<file path="config.mk">
export PLATFORM = sky130hd
export DESIGN_NAME = end_game_overlay_pipe_flat
export DESIGN_NICKNAME = d
export VERILOG_FILES = /design/src/rtl/end_game_overlay_pipe_if.sv /design/src/rtl/end_game_overlay_pipe.sv /design/src/flat_wrapper.sv
export SDC_FILE = /design/constraint.sdc
export NUM_CORES = 1
export LEC_CHECK = 0
export ABC_AREA = 0
export BUFFER_PORTS_ARGS = -buffer_cell sky130_fd_sc_hd__buf_2
export CELL_PAD_IN_SITES_DETAIL_PLACEMENT = 2
export CELL_PAD_IN_SITES_GLOBAL_PLACEMENT = 2
export CORE_MARGIN = 1.5
export CORE_UTILIZATION = 43
export DETAILED_ROUTE_END_ITERATION = 7
export GPL_ROUTABILITY_DRIVEN = 0
export PLACE_DENSITY_LB_ADDON = 0.1
export SLEW_MARGIN = 20
export SYNTH_ARGS = -nofsm -noshare
export SYNTH_HDL_FRONTEND = slang
export SYNTH_SLANG_ARGS = --single-unit
</file>
<file path="constraint.sdc">
create_clock -name CLK -period 7 [get_ports CLK]
set_input_delay 1.4 -clock CLK [delete_from_list [all_inputs] [get_ports CLK]]
set_output_delay 1.4 -clock CLK [all_outputs]
set_load 0.1 [all_outputs]
</file>
<file path="src/rtl/end_game_overlay_pipe_if.sv">
// Avalon-MM slave bus carrying palette writes into the end-game overlay pipe.
interface end_game_overlay_pipe_if;
    logic        AVL_CS;
    logic        AVL_WRITE;
    logic [6:0]  AVL_ADDR;
    logic [15:0] AVL_WRITEDATA;

    modport master (output AVL_CS, AVL_WRITE, AVL_ADDR, AVL_WRITEDATA);
    modport slave  (input  AVL_CS, AVL_WRITE, AVL_ADDR, AVL_WRITEDATA);
endinterface

</file>
<file path="src/rtl/end_game_overlay_pipe.sv">
// End-game overlay pixel stage: image ROM addressing, writable palette,
// frame-based fade/blink FSM and a 2-stage alpha blend onto the background.
module end_game_overlay_pipe #(
    parameter int FADE_FRAMES  = 4,
    parameter int BLINK_FRAMES = 16
) (
    input  logic                           CLK,
    input  logic                           RESET_N,
    input  logic                           frame_start,
    input  logic [1:0]                     end_game_on,
    input  logic [14:0]                    img_addr,
    input  logic [3:0]                     bg_red,
    input  logic [3:0]                     bg_green,
    input  logic [3:0]                     bg_blue,
    output logic [15:0]                    rom_addr,
    input  logic [3:0]                     rom_data,
    end_game_overlay_pipe_if.slave         avl,
    output logic [3:0]                     Red,
    output logic [3:0]                     Green,
    output logic [3:0]                     Blue,
    output logic [1:0]                     overlay_state
);

    typedef enum logic [1:0] {
        ST_IDLE = 2'b00,
        ST_FADE = 2'b01,
        ST_SHOW = 2'b10
    } state_e;

    localparam logic [3:0] FADE_LAST  = 4'(FADE_FRAMES - 1);
    localparam logic [5:0] BLINK_LAST = 6'(BLINK_FRAMES - 1);

    // Per-channel blend with level in eighths; the sum never exceeds 120.
    function automatic logic [3:0] blend(input logic [3:0] ovl,
                                         input logic [3:0] bg,
                                         input logic [3:0] lvl);
        logic [7:0] sum;
        sum = ({4'd0, ovl} * {4'd0, lvl}) + ({4'd0, bg} * (8'd8 - {4'd0, lvl}));
        return 4'(sum >> 3);
    endfunction

    state_e      state_q, state_d;
    logic [3:0]  level_q, level_d;
    logic [3:0]  fade_cnt_q, fade_cnt_d;
    logic [5:0]  blink_cnt_q, blink_cnt_d;
    logic        hidden_q, hidden_d;
    logic [1:0]  seen_q, seen_d;
    logic [1:0]  new_mode;

    logic [1:0]  mode_s1_q;
    logic [11:0] bg_s1_q;
    logic [3:0]  lvl_s1_q;

    logic [11:0] palette_q [16];
    logic        pal_we;
    logic        unused_wdata;

    logic [11:0] ovl;
    logic [3:0]  lvl_eff;
    logic [11:0] rgb_d, rgb_q;

    assign rom_addr = (end_game_on != 2'b00) ? {end_game_on == 2'b10, img_addr} : 16'h0000;

    assign pal_we       = avl.AVL_CS && avl.AVL_WRITE && (avl.AVL_ADDR[6:4] == 3'b101);
    assign unused_wdata = ^avl.AVL_WRITEDATA[15:12];

    // A mode seen on the frame_start cycle itself wins over the remembered one.
    assign new_mode = (end_game_on != 2'b00) ? end_game_on : seen_q;

    // NOTE: every combinational output gets a default first so no path leaves it unassigned (no latch).
    always_comb begin
        seen_d      = seen_q;
        state_d     = state_q;
        level_d     = level_q;
        fade_cnt_d  = fade_cnt_q;
        blink_cnt_d = blink_cnt_q;
        hidden_d    = hidden_q;

        if (frame_start) begin
            seen_d = 2'b00;
        end else if (end_game_on != 2'b00) begin
            seen_d = end_game_on;
        end

        if (frame_start) begin
            if (new_mode == 2'b00) begin
                state_d     = ST_IDLE;
                level_d     = 4'd0;
                fade_cnt_d  = 4'd0;
                blink_cnt_d = 6'd0;
                hidden_d    = 1'b0;
            end else begin
                unique case (state_q)
                    ST_IDLE: begin
                        state_d    = ST_FADE;
                        level_d    = 4'd1;
                        fade_cnt_d = 4'd0;
                    end
                    ST_FADE: begin
                        if (fade_cnt_q == FADE_LAST) begin
                            fade_cnt_d = 4'd0;
                            level_d    = level_q + 4'd1;
                            if (level_q == 4'd7) state_d = ST_SHOW;
                        end else begin
                            fade_cnt_d = fade_cnt_q + 4'd1;
                        end
                    end
                    ST_SHOW: begin
                        if (new_mode == 2'b11) begin
                            if (blink_cnt_q == BLINK_LAST) begin
                                blink_cnt_d = 6'd0;
                                hidden_d    = ~hidden_q;
                            end else begin
                                blink_cnt_d = blink_cnt_q + 6'd1;
                            end
                        end else begin
                            blink_cnt_d = 6'd0;
                            hidden_d    = 1'b0;
                        end
                    end
                    default: state_d = ST_IDLE;
                endcase
            end
        end
    end

    // NOTE: sequential state uses non-blocking assignments so all registers update together.
    always_ff @(posedge CLK or negedge RESET_N) begin
        if (!RESET_N) begin
            state_q     <= ST_IDLE;
            level_q     <= 4'd0;
            fade_cnt_q  <= 4'd0;
            blink_cnt_q <= 6'd0;
            hidden_q    <= 1'b0;
            seen_q      <= 2'b00;
        end else begin
            state_q     <= state_d;
            level_q     <= level_d;
            fade_cnt_q  <= fade_cnt_d;
            blink_cnt_q <= blink_cnt_d;
            hidden_q    <= hidden_d;
            seen_q      <= seen_d;
        end
    end

    // NOTE: the palette is a small register file, so it can and must reset to greyscale.
    always_ff @(posedge CLK or negedge RESET_N) begin
        if (!RESET_N) begin
            for (int i = 0; i < 16; i++) begin
                palette_q[i] <= {4'(i), 4'(i), 4'(i)};
            end
        end else if (pal_we) begin
            palette_q[avl.AVL_ADDR[3:0]] <= avl.AVL_WRITEDATA[11:0];
        end
    end

    // Stage 1 runs alongside the ROM read; the blink-hidden phase is folded into the level here.
    always_ff @(posedge CLK or negedge RESET_N) begin
        if (!RESET_N) begin
            mode_s1_q <= 2'b00;
            bg_s1_q   <= 12'h000;
            lvl_s1_q  <= 4'd0;
        end else begin
            mode_s1_q <= end_game_on;
            bg_s1_q   <= {bg_red, bg_green, bg_blue};
            lvl_s1_q  <= hidden_q ? 4'd0 : level_q;
        end
    end

    assign ovl     = palette_q[rom_data];
    assign lvl_eff = ((mode_s1_q == 2'b00) || (rom_data == 4'd0)) ? 4'd0 : lvl_s1_q;

    always_comb begin
        rgb_d = {blend(ovl[11:8], bg_s1_q[11:8], lvl_eff),
                 blend(ovl[7:4],  bg_s1_q[7:4],  lvl_eff),
                 blend(ovl[3:0],  bg_s1_q[3:0],  lvl_eff)};
    end

    always_ff @(posedge CLK or negedge RESET_N) begin
        if (!RESET_N) begin
            rgb_q <= 12'h000;
        end else begin
            rgb_q <= rgb_d;
        end
    end

    assign Red           = rgb_q[11:8];
    assign Green         = rgb_q[7:4];
    assign Blue          = rgb_q[3:0];
    assign overlay_state = state_q;

endmodule

</file>
<file path="src/flat_wrapper.sv">
// flat-port wrapper written by rule: the top's interface ports become plain ports
module end_game_overlay_pipe_flat 
#(
    parameter int FADE_FRAMES  = 4,
    parameter int BLINK_FRAMES = 16
)
  (CLK, RESET_N, frame_start, end_game_on, img_addr, bg_red, bg_green, bg_blue, rom_addr, rom_data, Red, Green, Blue, overlay_state, avl_AVL_CS, avl_AVL_WRITE, avl_AVL_ADDR, avl_AVL_WRITEDATA);
  end_game_overlay_pipe_if avl_i ();
  input  logic CLK;
  input  logic RESET_N;
  input  logic frame_start;
  input  logic [1:0] end_game_on;
  input  logic [14:0] img_addr;
  input  logic [3:0] bg_red;
  input  logic [3:0] bg_green;
  input  logic [3:0] bg_blue;
  output logic [15:0] rom_addr;
  input  logic [3:0] rom_data;
  output logic [3:0] Red;
  output logic [3:0] Green;
  output logic [3:0] Blue;
  output logic [1:0] overlay_state;
  input wire logic [$bits(avl_i.AVL_CS)-1:0] avl_AVL_CS;
  input wire logic [$bits(avl_i.AVL_WRITE)-1:0] avl_AVL_WRITE;
  input wire logic [$bits(avl_i.AVL_ADDR)-1:0] avl_AVL_ADDR;
  input wire logic [$bits(avl_i.AVL_WRITEDATA)-1:0] avl_AVL_WRITEDATA;
  assign avl_i.AVL_CS = avl_AVL_CS;
  assign avl_i.AVL_WRITE = avl_AVL_WRITE;
  assign avl_i.AVL_ADDR = avl_AVL_ADDR;
  assign avl_i.AVL_WRITEDATA = avl_AVL_WRITEDATA;
  end_game_overlay_pipe #(.FADE_FRAMES(FADE_FRAMES), .BLINK_FRAMES(BLINK_FRAMES)) u_core (.CLK(CLK), .RESET_N(RESET_N), .frame_start(frame_start), .end_game_on(end_game_on), .img_addr(img_addr), .bg_red(bg_red), .bg_green(bg_green), .bg_blue(bg_blue), .rom_addr(rom_addr), .rom_data(rom_data), .avl(avl_i), .Red(Red), .Green(Green), .Blue(Blue), .overlay_state(overlay_state));
endmodule
</file>
== Yosys cells after proc, flatten, opt, wreduce, memory -nomap -nowiden ==
Index checks and enable logic that the tools add are counted.
Operators by class
  bitwise gates (word level): 3
  reductions and logical operators: 16
  add/subtract/negate cells: 7
  equal/unequal tests: 12
  order comparisons: 3
  multiply operators: 6
  mux-type cells: 29
Operator list (count)
  bitwise mux 192 bit: 1
  binary-select mux 12 bit (select 4 bit): 1
  demux 12 bit (select 4 bit): 1
  2-to-1 mux 12 bit: 3
  multiplier 4 x 8 -> 7 bit: 3
  2-to-1 mux 4 bit: 6
  2-to-1 mux 6 bit: 4
  adder 7 bit: 3
  multiplier 4 x 4 -> 7 bit: 3
  2-to-1 mux 16 bit: 1
  one-hot mux 4 bit (2 select lines): 2
  greater-or-equal comparator 5 bit (second input constant): 2
  2-to-1 mux 2 bit: 5
  NOT 4 -> 5 bit: 2
  adder 4 x 1 -> 4 bit (second input constant): 2
  adder 6 x 1 -> 6 bit (second input constant): 1
  equality test 2 bit (second input constant): 3
  equality test 6 x 4 -> 1 bit (second input constant): 1
  zero test 2 bit: 3
  != test 3 x 1 -> 1 bit (second input constant): 2
  one-hot mux 2 bit (3 select lines): 1
  AND reduction 3 bit: 2
  < comparator 5 x 1 -> 1 bit (second input constant): 1
  subtractor 4 x 4 -> 5 bit (first input constant): 1
  15 further kinds: 22
Word-level totals
  output and inout bits: 30
  input bits: 61
  register bits after elaboration: 241
  word-level logic and storage cells: 102

== Depth between registers and ports, before layout ==
  depth after elaboration: 6
  depth in mapped cells: 24
  mapped depth without buffers: 21

== Worst setup path before layout ==
OpenSTA, ideal clock, no wires.
  path type: in2reg
  start: input port rom_data[0]
  end: register u_core.rgb_q[7]
  arrival time: 6.441 ns
  library setup time: 0.125 ns
  setup slack: 0.434 ns
  required time: 6.875 ns
  stages on the path: 22
  path buffers: 3
  cells stage by stage: buf_6 > nor4_2 > nor2_1 > nand2_1 > clkbuf_1 > ha_1 > xnor2_1 > buf_2 > nand2_1 > fa_1 > fa_1 > inv_1 > fa_1 > inv_1 > fa_1 > inv_1 > fa_1 > a21o_1 > a21oi_1 > xnor2_1 > xnor2_1 > xnor2_1
On the way
  cells in the longest elaborated chain, start to end: 6
  elaborated cells between the ends (all ways): 11
  those cells by class: add/sub: 2; mul: 2; mux: 4; bitwise: 1; reduce/logical: 2
RTL lines
  start: declaration: line flat_wrapper.sv:18  | input logic [3:0] rom_data;
  zero test 4 bit / NOT 4 -> 5 bit (equally long branches): line end_game_overlay_pipe.sv:171, end_game_overlay_pipe.sv:170
  logical OR 1 bit / binary-select mux 12 bit (select 4 bit) (equally long branches): line end_game_overlay_pipe.sv:171, end_game_overlay_pipe.sv:170
  2-to-1 mux 4 bit / 2-to-1 mux 12 bit (equally long branches): line end_game_overlay_pipe.sv:171, end_game_overlay_pipe.sv:170
  subtractor 4 x 4 -> 5 bit / 2-to-1 mux 12 bit (equally long branches): line end_game_overlay_pipe.sv:38, end_game_overlay_pipe.sv:170
  multiplier 4 x 8 -> 7 bit / multiplier 4 x 4 -> 7 bit (equally long branches): line end_game_overlay_pipe.sv:38  | sum = ({4'd0, ovl} * {4'd0, lvl}) + ({4'd0, bg} * (8'd8 - {4'd0, lvl}));
  adder 7 bit *: line end_game_overlay_pipe.sv:38
  named net u_core.rgb_d[7]: line end_game_overlay_pipe.sv:60  | logic [11:0] rgb_d, rgb_q;
  end signal: assignment: line end_game_overlay_pipe.sv:183  | rgb_q <= rgb_d;
  end: declaration: line end_game_overlay_pipe.sv:60
The timed path passes the listed nets; every way through them passes the cells marked *. The select of a mux whose other input is x is not followed.
A chain may end at the register's enable or synchronous reset.

== Worst setup path after layout ==
  start: input port rom_data[1]
  end: register u_core.rgb_q[11]
Same word-level chain as after synthesis.

==> reports/qor.csv <==
metric,value,unit
status,"complete, no violations",
drv_cap,0,
final_util,49.8,%
r2r_slack,1550,ps
die_h,183,microns
setup_ws,683,ps
power.leakage,7.26,nW
cp.arrival,6810,ps
die_x,183,microns
synthArstFlopShare,100,%
drc_errors,0,
cts_sinks,241,
worstSetupPathType,in2reg,
pwr-share-comb,39.4,%
synth_nets,1253,
setup_violations,0,
required,7500,ps
path_cells,buf_2 -> nor4_2 -> nor2_1 -> buf_4 -> and2_1 -> xnor2_1 -> buf_4 -> nand2_1 -> fa_1 -> fa_1 -> inv_1 -> fa_1 -> inv_1 -> fa_1 -> inv_1 -> fa_1 -> a21o_1 -> a21oi_1 -> xnor2_1 -> xnor2_1 -> xnor2_1,
cts.htree.levels,1,
fmax,158,MHz
power_per_cell_area,321,nW/um^2
pwr-share-clk,28.3,%
start_util,43.8,%
grt_first_pass_wirelength,59800,microns
synthTopCellsByArea,"dfrtp_1 26%, dfstp_2 18%, mux2_2 16%",
via_per_inst,5.51,
intPower,0.00311,W
wl_per_cell,22.9,microns
pre_cts_ws,43.3,ps
vdd_ir_drop_max,0.198,mV
cp-endpoint,u_core.rgb_q[11],
synth_edf_count,0,
antenna_found_initial,0,
grt_pass1_vias,10228,
wirelength,37200,microns
clk_path_buf_depth,3,
synth_area_leader_cell,dfrtp_1,
drt_pre_antenna_iters,4,
crit_path_top_delay_cell,nor4_2,
yosysWarnings,0,
synth_cell_type_count,54,
synth.cells.most_frequent,"193 x mux2_2, 145 x dfrtp_1, 96 x dfstp_2",
ys_seq_area_share,44.3,%
stdcell_count,1623,
swShare,38.5,%
tritoncts,built,
timing.final.crit_share,90.2,%
hp-class,reg2reg,
startpoint,rom_data[1],
r2r_start,u_core.palette_q[153],
ant_nets,0,
ctsHoldBuffers,0,
yosysTopAreaCellShare,26.2,%
cts_setup_buffers,0,
dpl.hpwl,25500,microns
area_growth_syn_to_layout,13.5,%
num_rows,65,
clk_pin_slew,60,ps
worst_path_most_repeated_cell,fa_1,
clockRootBuffer,clkbuf_16,
gr-total-overflow,0,
track_usage,23.5,%
synth.avg_cell_area,12.6,sq um
synth_cells,1098,
pin_count,91,
drive_above_1_share,40.8,%
drt_iter0_drc,281,
end_kind,register,
nNetsFinal,1353,
syn-cell-area,13900,sq um
hold_viol,0,
cp_max_fo,12,
worst_slew_pin_slew,1140,ps
synth_flop_cell,dfrtp_1,
crit_path_start_kind,primary input,
dpl-instance-area,14900,sq um
numCtsBuffers,29,
vias,8945,
r2r_cells,18,
seq_power_share,32.3,%
max_stage_delay,620,ps
rsz0062_at_grt,false,
cts_resized,0,
synth.most_common_cell,mux2_2,
p_switching,0.00194,W
finalSetupTns,0,ps
core,31600,sq um
layout_min_cycle_time,6320,ps
skew,12.9,ps
final_area,15700,sq um
port_buffers,86,
ys_ff_latch,241,
slew_headroom,23.8,%
clk_latency,570,ps
r2r_end,u_core.rgb_q[11],
slew_viol_final,0,
grt_max_degree,131,
n_antenna_cell,0,
dieArea,33300,sq um
post-place-cells,1569,
## layout make-up
class	instances	area, sq um
clock inverter	6	72.6
clock buffer	48	817
tap	402	503
timing repair buffer	126	781
multi-input combinational	717	7110
sequential	241	6150
fill	3095	15900
inverter	83	312
## per-layer routing
| layer | track usage, % | routed length (microns) |
|---|---|---|
| met5 | 0 | 0 |
| met4 | 6.28 | 936 |
| met3 | 3.63 | 1540 |
| met2 | 39.7 | 18300 |
| met1 | 31.4 | 16400 |
## flip-flops by register name, indices dropped and copies added (netlist names)
register              count
u_core.overlay_state      2
u_core.hidden_q           1
u_core.palette_q        192
u_core.rgb_q             12
u_core.fade_cnt_q         4
u_core.mode_s1_q          2
u_core.level_q            4
u_core.lvl_s1_q           4
u_core.seen_q             2
u_core.blink_cnt_q        6
u_core.bg_s1_q           12
## logic make-up (layout without fill, tap and decap cells)
logic type	count (synthesis)	count (layout)	share of synthesized area, %
flops	241	241	44.3
simple gates	233	233	8.71
mux	268	268	23.8
xor+xnor	34	34	2.15
buf+inv	140	263	4.65
compound gates	88	88	4.78
fa+ha+maj	94	94	11.6
## power by group through the flow
| stage | logic, W | clock network, W | registers (W) |
|---|---|---|---|
| detailed placement | 0.00203 | 0 | 0.00165 |
| floorplan | 0.00124 | 0 | 0.00190 |
| CTS | 0.00205 | 0.00148 | 0.00163 |
| global placement | 0.00193 | 0 | 0.00164 |
| global route | 0.00228 | 0.00152 | 0.00165 |
| finish | 0.00199 | 0.00143 | 0.00163 |
## worst min path at each step
stage / cells past startpoint / startpoint / endpoint / slack [ps]
after floorplan: 1 / u_core.blink_cnt_q[5] / u_core.blink_cnt_q[5] / 450
after global placement: 1 / u_core.blink_cnt_q[5] / u_core.blink_cnt_q[5] / 470
after detailed placement: 1 / u_core.blink_cnt_q[5] / u_core.blink_cnt_q[5] / 480
after CTS: 1 / u_core.blink_cnt_q[5] / u_core.blink_cnt_q[5] / 490
after global routing: 1 / u_core.palette_q[189] / u_core.palette_q[189] / 510
final: 1 / u_core.blink_cnt_q[5] / u_core.blink_cnt_q[5] / 480
## layout by cell type (no fill, tap or decap), types with 4 or more instances in the layout
master | netlist | final
a21o_1 | 4 | 4
a21oi_1 | 10 | 10
a221oi_1 | 19 | 19
a22oi_1 | 8 | 8
and2_1 | 46 | 46
buf_2 | 20 | 84
buf_4 | 3 | 38
clkbuf_1 | 25 | 17
clkbuf_16 | 0 | 29
dfrtp_1 | 145 | 145
dfstp_2 | 96 | 96
fa_1 | 57 | 57
ha_1 | 37 | 37
inv_1 | 82 | 82
mux2_2 | 193 | 193
mux2i_1 | 46 | 46
mux4_1 | 7 | 7
mux4_2 | 21 | 21
nand2_1 | 62 | 62
nand2b_1 | 8 | 8
nand3_1 | 8 | 8
nor2_1 | 46 | 46
nor2b_1 | 37 | 37
o21ai_0 | 17 | 17
o21ai_2 | 9 | 9
o31ai_1 | 4 | 4
or4_1 | 4 | 4
xnor2_1 | 28 | 28
xor2_1 | 6 | 6
## worst max-delay path, delay by kind of cell
family                     cells  cell delay (ps)
xor gates and xnor gates       4              630
adders and majority gates      5             2560
buffers and inverters          6              760
AOI/OAI and AO/OA              2              430
and+or+nand+nor                4             1020
## metrics by stage
stage,power (W),hold WS (ps)
after CTS,0.00516,489
after detailed placement,0.00368,478
after floorplan,0.00314,448
after global placement,0.00357,469
final,0.00505,482
after global routing,0.00545,512
No activity file was read; power rests on OpenSTA's default activity.
